### src/rtl/hazard5_decode_predict.sv
// hazard5_decode_predict
//
// Decode-stage PC tracking, stall generation and jump prediction for Hazard5.
// Conditional branches are predicted from a table of 2-bit saturating counters
// indexed by PC. The table is trained from execute. With BHT_DEPTH=0 the table
// is removed and prediction falls back to static backward-taken /
// forward-not-taken. JAL is always predicted taken. JALR is never predicted.
//
// Ports
//   clk, rst_n            clock, asynchronous active-low reset
//   d_instr               decompressed instruction currently in CIR
//   d_instr_is_32bit      CIR instruction uses a 32-bit encoding
//   fd_cir_vld            number of valid halfwords in CIR (0..2)
//   x_stall, flush_d_x    execute stall, and bubble insertion into X
//   f_jump_rdy/now/target fetch jump handshake and the address of any taken jump
//   x_bht_update/taken/index  branch resolution from X, used to train the table
//   d_stall, df_cir_use   decode stall, and halfwords consumed from CIR
//   df_cir_lock           hold CIR while a predicted jump waits for a stall to clear
//   d_jump_req/target     combinational predicted-jump request to fetch
//   d_pc                  PC of the instruction in CIR
//   dx_*                  D->X pipeline register (PC, branch info, recovery address)
module hazard5_decode_predict #(
    parameter int                W_ADDR       = 32,
    parameter logic [W_ADDR-1:0] RESET_VECTOR = '0,
    parameter int                BHT_DEPTH    = 16,
    parameter int                W_IDX        = (BHT_DEPTH > 1) ? $clog2(BHT_DEPTH) : 1
) (
    input  logic              clk,
    input  logic              rst_n,
    input  logic [31:0]       d_instr,
    input  logic              d_instr_is_32bit,
    input  logic [1:0]        fd_cir_vld,
    input  logic              x_stall,
    input  logic              flush_d_x,
    input  logic              f_jump_rdy,
    input  logic              f_jump_now,
    input  logic [W_ADDR-1:0] f_jump_target,
    input  logic              x_bht_update,
    input  logic              x_bht_taken,
    input  logic [W_IDX-1:0]  x_bht_index,
    output logic              d_stall,
    output logic [1:0]        df_cir_use,
    output logic              df_cir_lock,
    output logic              d_jump_req,
    output logic [W_ADDR-1:0] d_jump_target,
    output logic [W_ADDR-1:0] d_pc,
    output logic [W_ADDR-1:0] dx_pc,
    output logic [W_ADDR-1:0] dx_mispredict_addr,
    output logic              dx_branch_vld,
    output logic              dx_pred_taken,
    output logic [W_IDX-1:0]  dx_bht_index
);

    localparam logic [6:0] OPC_BRANCH = 7'b1100011;
    localparam logic [6:0] OPC_JAL    = 7'b1101111;

    // Saturating 2-bit counter step: up on taken, down on not-taken.
    function automatic logic [1:0] ctr_step(input logic [1:0] c, input logic up);
        if (up)
            return (c == 2'b11) ? c : c + 2'd1;
        else
            return (c == 2'b00) ? c : c - 2'd1;
    endfunction

    logic [W_ADDR-1:0] pc;
    logic [W_ADDR-1:0] pc_next;
    logic              lock_prev;
    logic              starved;
    logic              is_branch;
    logic              is_jal;
    logic              backward;
    logic              bht_pred;
    logic              taken;
    logic              jump_en;
    logic              lock_assert;
    logic              bubble;
    logic [W_IDX-1:0]  idx;
    logic signed [31:0] imm_b;
    logic signed [31:0] imm_j;
    logic [W_ADDR-1:0] branch_target;
    logic [W_ADDR-1:0] jal_target;

    assign is_branch = d_instr[6:0] == OPC_BRANCH;
    assign is_jal    = d_instr[6:0] == OPC_JAL;

    assign imm_b = {{20{d_instr[31]}}, d_instr[7], d_instr[30:25], d_instr[11:8], 1'b0};
    assign imm_j = {{12{d_instr[31]}}, d_instr[19:12], d_instr[20], d_instr[30:21], 1'b0};

    // Sign bit of the B-type immediate marks a backward branch.
    assign backward = d_instr[31];

    assign branch_target = pc + W_ADDR'(imm_b);
    assign jal_target    = pc + W_ADDR'(imm_j);
    assign pc_next       = pc + (d_instr_is_32bit ? W_ADDR'(4) : W_ADDR'(2));

    assign idx = pc[W_IDX:1];

    generate
        if (BHT_DEPTH > 0) begin : g_bht
            logic [1:0] bht [BHT_DEPTH];
            logic [1:0] ctr;

            // Combinational read: an update in the same cycle is not yet visible.
            assign ctr      = bht[idx];
            assign bht_pred = ctr[1] | ((ctr == 2'b01) & backward);

            always_ff @(posedge clk or negedge rst_n) begin
                if (!rst_n) begin
                    for (int i = 0; i < BHT_DEPTH; i++)
                        bht[i] <= 2'b01;
                end else if (x_bht_update) begin
                    bht[x_bht_index] <= ctr_step(bht[x_bht_index], x_bht_taken);
                end
            end
        end else begin : g_static
            logic unused_bht_inputs;
            assign unused_bht_inputs = ^{x_bht_update, x_bht_taken, x_bht_index};
            assign bht_pred = backward;
        end
    endgenerate

    assign starved = (fd_cir_vld == 2'd0) | ((fd_cir_vld == 2'd1) & d_instr_is_32bit);
    assign taken   = is_jal | (is_branch & bht_pred);

    // Once a jump has been handed to fetch under a stall, the CIR instruction
    // must not request it again while it waits.
    assign jump_en       = !starved & !lock_prev;
    assign d_jump_req    = jump_en & taken;
    assign d_jump_target = is_jal ? jal_target : branch_target;

    assign d_stall     = x_stall | starved | (d_jump_req & !f_jump_rdy);
    assign df_cir_use  = d_stall ? 2'd0 : (d_instr_is_32bit ? 2'd2 : 2'd1);
    assign lock_assert = d_jump_req & f_jump_rdy & d_stall;
    assign df_cir_lock = (lock_prev & d_stall) | lock_assert;
    assign d_pc        = pc;
    assign bubble      = d_stall | flush_d_x;

    always_ff @(posedge clk or negedge rst_n) begin
        if (!rst_n) begin
            pc        <= RESET_VECTOR;
            lock_prev <= 1'b0;
        end else begin
            if (f_jump_now)
                pc <= f_jump_target;
            else if (!d_stall)
                pc <= pc_next;
            lock_prev <= df_cir_lock;
        end
    end

    // ---- D -> X stage boundary ----
    always_ff @(posedge clk or negedge rst_n) begin
        if (!rst_n) begin
            dx_pc              <= '0;
            dx_bht_index       <= '0;
            dx_branch_vld      <= 1'b0;
            dx_pred_taken      <= 1'b0;
            dx_mispredict_addr <= '0;
        end else if (!x_stall) begin
            dx_pc              <= pc;
            dx_bht_index       <= idx;
            dx_branch_vld      <= is_branch & !bubble;
            dx_pred_taken      <= taken & !bubble;
            // Recovery goes the opposite way to the prediction.
            dx_mispredict_addr <= taken ? pc_next : branch_target;
        end
    end

endmodule

### config.mk
export PLATFORM = sky130hd
export DESIGN_NAME = hazard5_decode_predict
export DESIGN_NICKNAME = d
export VERILOG_FILES = /design/src/rtl/hazard5_decode_predict.sv
export SDC_FILE = /design/constraint.sdc
export NUM_CORES = 1
export LEC_CHECK = 0
export ABC_AREA = 1
export CELL_PAD_IN_SITES_DETAIL_PLACEMENT = 0
export CELL_PAD_IN_SITES_GLOBAL_PLACEMENT = 1
export CORE_UTILIZATION = 40
export CTS_BUF_LIST = sky130_fd_sc_hd__clkbuf_4
export CTS_CLUSTER_SIZE = 10
export DETAILED_ROUTE_END_ITERATION = 16
export PLACE_DENSITY = 0.89
export SYNTH_ARGS = -nofsm -noshare
export SYNTH_HDL_FRONTEND = slang
export SYNTH_SLANG_ARGS = --single-unit
### constraint.sdc
create_clock -name clk -period 4 [get_ports clk]
set_input_delay 0.8 -clock clk [delete_from_list [all_inputs] [get_ports clk]]
set_output_delay 0.8 -clock clk [all_outputs]
set_load 0.05 [all_outputs]
# ---- Yosys cells after proc, flatten, opt, wreduce, memory -nomap -nowiden
# Cells that the tools add are included.
dict set report totals {
  reg_bits 135
  inputBits 79
}
dict set report op_classes {
  add_sub_neg 5
  magnitude_cmp 3
  n_eq_ne 6
  n_mux 20
  n_bitwise 20
  n_reduce_logical 7
}
# op n
set op_table {}
lappend op_table {{$mux W32} 4}
lappend op_table {{$add A32 B32 Y32} 2}
lappend op_table {{$add A32 B3 Y32} 1}
lappend op_table {{$bwmux W32} 1}
lappend op_table {{$mux W2} 11}
lappend op_table {{$bmux W2 S4} 2}
lappend op_table {{$eq A7 B7 Y1 const B} 2}
lappend op_table {{$and A1 B1 Y1} 11}
lappend op_table {{$ge A5 B5 Y1 const B} 2}
lappend op_table {{$not A4 Y5} 2}
lappend op_table {{$demux W2 S4} 1}
lappend op_table {{$or A1 B1 Y1} 7}
lappend op_table {{$lt A5 B1 Y1 const B} 1}
lappend op_table {{$eq A2 B1 Y1 const B} 2}
lappend op_table {{$logic_not A1 Y1} 4}
lappend op_table {{$logic_not A2 Y1} 2}
lappend op_table {{$mux W3} 1}
lappend op_table {{$add A2 B1 Y2 const B} 1}
lappend op_table {{$eq A2 B2 Y1 const B} 1}
lappend op_table {{$ne A2 B2 Y1 const B} 1}
lappend op_table {{$sub A2 B1 Y2 const B} 1}
lappend op_table {{$logic_and A1 B1 Y1} 1}

# ---- Depth between registers and ports, before layout
dict set report logic_depth {
  ltp_word 15
  ltp_mapped 17
  ltp_nobuf 16
}

# ---- Least setup slack after synthesis
# No wires, ideal clock.
dict set report synth_path {
  kind {register -> output}
  start {register pc[2], in the netlist d_pc[2]}
  end {output port d_jump_target[19]}
  t_arrival_ns 3.384
  path_slack_ns -0.184
  path_stages_with_launch 12
  cell_sequence {dfrtp_1 -> inv_1 -> fa_1 -> o21ai_0 -> nand2_1 -> nand2_1 -> nand2_1 -> nand2_1 -> nand2_1 -> nand2_1 -> xor2_1 -> o21ai_0}
}
dict set report synth_between {
  elab_chain_len 2
  word_cells_on_any_way 3
}
# item line
set synth_rtl {}
lappend synth_rtl {{start, declared} 65} ;# logic [W_ADDR-1:0] pc;
lappend synth_rtl {{start signal, assigned} 144} ;# pc <= f_jump_target;
lappend synth_rtl {{start signal, assigned} 146} ;# pc <= pc_next;
lappend synth_rtl {{$add A32 B32 Y32, on equally long branches} {92, 93}}
lappend synth_rtl {{$mux W32 (*)} 129} ;# assign d_jump_target = is_jal ? jal_target : branch_target;
lappend synth_rtl {{end, declared} 45} ;# output logic [W_ADDR-1:0] d_jump_target,
# Every way passes the cells marked *; elsewhere a longest branch is shown, timed or not.

# ---- Worst setup path in the final report
dict set report layout_path {
  start {input port d_instr[30]}
  end {output port d_jump_target[23]}
}
dict set report layout_between {
  elab_chain_len 2
  word_cells_on_any_way 3
}
# item line
set layout_rtl {}
lappend layout_rtl {{start, declared} 30} ;# input logic [31:0] d_instr,
lappend layout_rtl {{$add A32 B32 Y32, on equally long branches} {92, 93}}
lappend layout_rtl {{$mux W32 (*)} 129}
# Marks and branches as above.

==> out/metrics.csv <==
stage;metric;value;unit
outcome;status;complete, no violations;
clock_network;clock_path_buffers;2;
setup_path;path_class;in -> out;
yosys;synth-seq-cells;130;
finish;post-route-cell-area;0.0156;mm²
placement;dp_hpwl;35.1;mm
yosys;ys_types;41;
setup_path;required;3.20;ns
yosys;ys_warn_count;0;
drt;first_pass_iters;5;
floorplan;die-width;164;µm
global_route;grt_usage;33.6;%
yosys;synth_edf_count;0;
placement;dpl-instance-area;0.0143;mm²
clock_network;cts_max_level;4;
global_route;grt_pass1_wl;67.6;mm
setup_path;end_kind;output port;
floorplan;core-area;0.0255;mm²
timing;fmax;253;MHz
yosys;synth_xor_area_share;5.51;%
yosys;synth_top_family_by_area;simple AND/OR/NAND/NOR gates;
pwr;p_per_area;500;mW/mm²
finish;fillers;2403;
clock_network;root_buffer;clkbuf_4;
timing;layout_min_cycle_time;3.95;ns
finish;multiInputGateArea;0.00704;mm²
drt;num_vias;12352;
clock_network;cts_num_sinks;130;
floorplan;die_h;164;µm
yosys;synth_ff_type;dfrtp_1;
yosys;syn_area;0.0105;mm²
setup_path;cp-start-kind;primary input;
setup_path;worstPathArrival;3.15;ns
global_route;antenna_found_initial;1;
timing;fin_worst_skew;0.0338;ns
placement;port_buffers;217;
finish;area_growth;48.8;%
drt;wirelength;44.8;mm
drt;antenna_left;0;
yosys;synthCells;1602;
drt;drt-initial-drc-count;1234;
drt;drt-wirelength-per-cell;19.3;µm
pwr;peakVddDrop;0.000400;V
clock_network;clk_latency;0.59;ns
floorplan;dieArea;0.0269;mm²
clock_network;clk_pin_slew;0.15;ns
global_route;grt_pass1_vias;11817;
yosys;syn_avg_cell_area;6.55;µm²
timing;slew_headroom;47.5;%
timing;fin_crit_sh;98.7;%
pwr;power;7.80;mW
job;drv_cap;0;
floorplan;start_util;41.2;%
timing;drv_slew;0;
pwr;p_leak;7.37;nW
placement;gp_congestion;0.967;
drt;remaining_drc_errors;0;
setup_path;cpMaxStageDelayCell;clkdlybuf4s50_1;
finish;utilization;61.3;%
yosys;synth.area.mux_share;0;%
setup_path;path_cells;clkdlybuf4s50_1, ha_2, a21oi_2, o21ai_1, a21oi_1, inv_1, a21oi_2, o21ai_2, or2_2, a21oi_2, buf_6;
finish;seq_area;0.00328;mm²
yosys;synth_fa_ha_area_share;5.94;%
setup_path;path_common_cell;a21oi_2;
yosys;synth-compound-area-share;15.0;%
drt;routed_via_density;5.33;
timing;setup_viol;0;
global_route;grt_overflow;0;
clock_network;postCtsHoldBufs;0;
setup_path;crit_fanout;5;
yosys;yosys.area_share.simple;32.9;%
yosys;synthArstFlopShare;100;%
timing;rsz0062_at_grt;true;
global_route;grt_max_degree;77;
floorplan;io_pins;218;
finish;drive_above_1_share;23.1;%
yosys;synth_nets;1729;
yosys;ys_seq_area_share;31.2;%
clock_network;tritoncts;yes;
setup_path;slowest_delay;0.51;ns
clock_network;numCtsBuffers;17;
floorplan;fp-row-count;58;
finish;nets;2099;
timing;worstMarginPinSlew;0.784;ns
hold_path;hp-class;in -> async;
timing;finalHoldViolations;0;
[metrics by stage]
stage | worst slack, ns | cells | setup TNS [ns] | hold WS (ns)
after floorplan | 0.0210 | 1602 | 0 | 0.457
after detailed placement | -0.299 | 2270 | -2.63 | 0.469
after CTS | -0.0211 | 2308 | -0.0262 | 0.251
after global routing | -0.0343 | 2316 | -0.129 | 0.245
final | 0.0506 | 2316 | 0 | 0.232
after global placement | -0.346 | 2270 | -2.94 | 0.464
[kinds of logic after synthesis]
logic type,count (synthesis)
AO/OA/AOI/OAI,289
XOR/XNOR,66
adder cells (fa/ha/maj),48
buffers and inverters,235
flip-flops,130
AND/OR/NAND/NOR,834
[cells in the mapped netlist, types with 17 or more instances]
| master | number | area, µm² |
|---|---|---|
| a21oi_1 | 70 | 350 |
| clkbuf_1 | 24 | 90.1 |
| dfrtp_1 | 114 | 2850 |
| ha_1 | 45 | 563 |
| inv_1 | 177 | 664 |
| nand2_1 | 517 | 1940 |
| nand3_1 | 125 | 626 |
| nand4_1 | 17 | 106 |
| nor2_1 | 129 | 484 |
| nor3_1 | 20 | 100 |
| o211ai_1 | 22 | 165 |
| o21ai_0 | 157 | 786 |
| xor2_1 | 52 | 455 |
[registers in the layout, indices dropped and copies added, names as in the netlist]
| name | flops |
|---|---|
| dx_mispredict_addr | 31 |
| dx_pred_taken | 1 |
| g_bht.bht | 32 |
| d_pc | 32 |
| dx_branch_vld | 1 |
| dx_pc | 29 |
| lock_prev | 1 |
| dx_bht_index | 3 |
[per-layer routing]
layer	up-vias	GRT usage, %	wire, µm
li1	5956	-	-
met1	5784	45.7	19300
met2	530	53.8	20500
met3	82	5.18	3290
met4	0	12.5	1760
met5	-	0	0
[final cells by class]
type | count | share of cell area [%]
repair buffers | 405 | 24.8
diodes | 1 | 0.0160
clock inverters | 14 | 1.15
clock buffers | 18 | 0.866
inverters | 181 | 4.35
multi-input cells | 1237 | 45.1
well taps | 330 | 2.65
flip-flops and latches | 130 | 21.0
[worst max-delay path: cells and delay by family]
kind / cells / cell delay, ns
adder cells (fa/ha/maj): 1 / 0.34
buffers and inverters: 3 / 0.78
AO/OA/AOI/OAI: 6 / 0.94
AND/OR/NAND/NOR: 1 / 0.29
[power by group]
part	internal, mW	leakage (nW)	switching (mW)
sequential	1.62	1.58	0.275
combinational	1.90	5.62	2.99
clock	0.448	0.164	0.566
[cells in the final DEF (no fill, tap or decap), types with 26 or more instances in the layout]
cell type        count
a21oi_2             26
clkdlybuf4s50_1    175
nand3_1            118
xor2_1              47
buf_12              26
buf_4              187
o21ai_0            129
nor2_1             107
dfrtp_1            109
nand2_2             32
inv_1              170
a21oi_1             40
nand2_1            485
[timing repair]
item                                    in CTS  in global routing
endpoints found under the setup margin      22                 26
pin swaps                                   10                 29
setup buffers                                6                  7
resized for setup                           86                143
gates cloned                                 0                  1
[worst paths after layout]
check | depth (start not counted) | start | slack [ns] | to
setup / recovery | 11 | d_instr[30] | 0.05 | d_jump_target[23]
hold / removal | 1 | rst_n | 0.23 | dx_mispredict_addr[1]
setup reg to reg | 16 | d_pc[1] | 0.78 | d_pc[17]
hold reg to reg | 2 | g_bht.bht[18] | 0.49 | g_bht.bht[18]
max in group asynchronous | 2 | rst_n | 2.82 | g_bht.bht[24]
min in group clk | 2 | g_bht.bht[18] | 0.49 | g_bht.bht[18]
No activity file was read; power rests on OpenSTA's default activity.
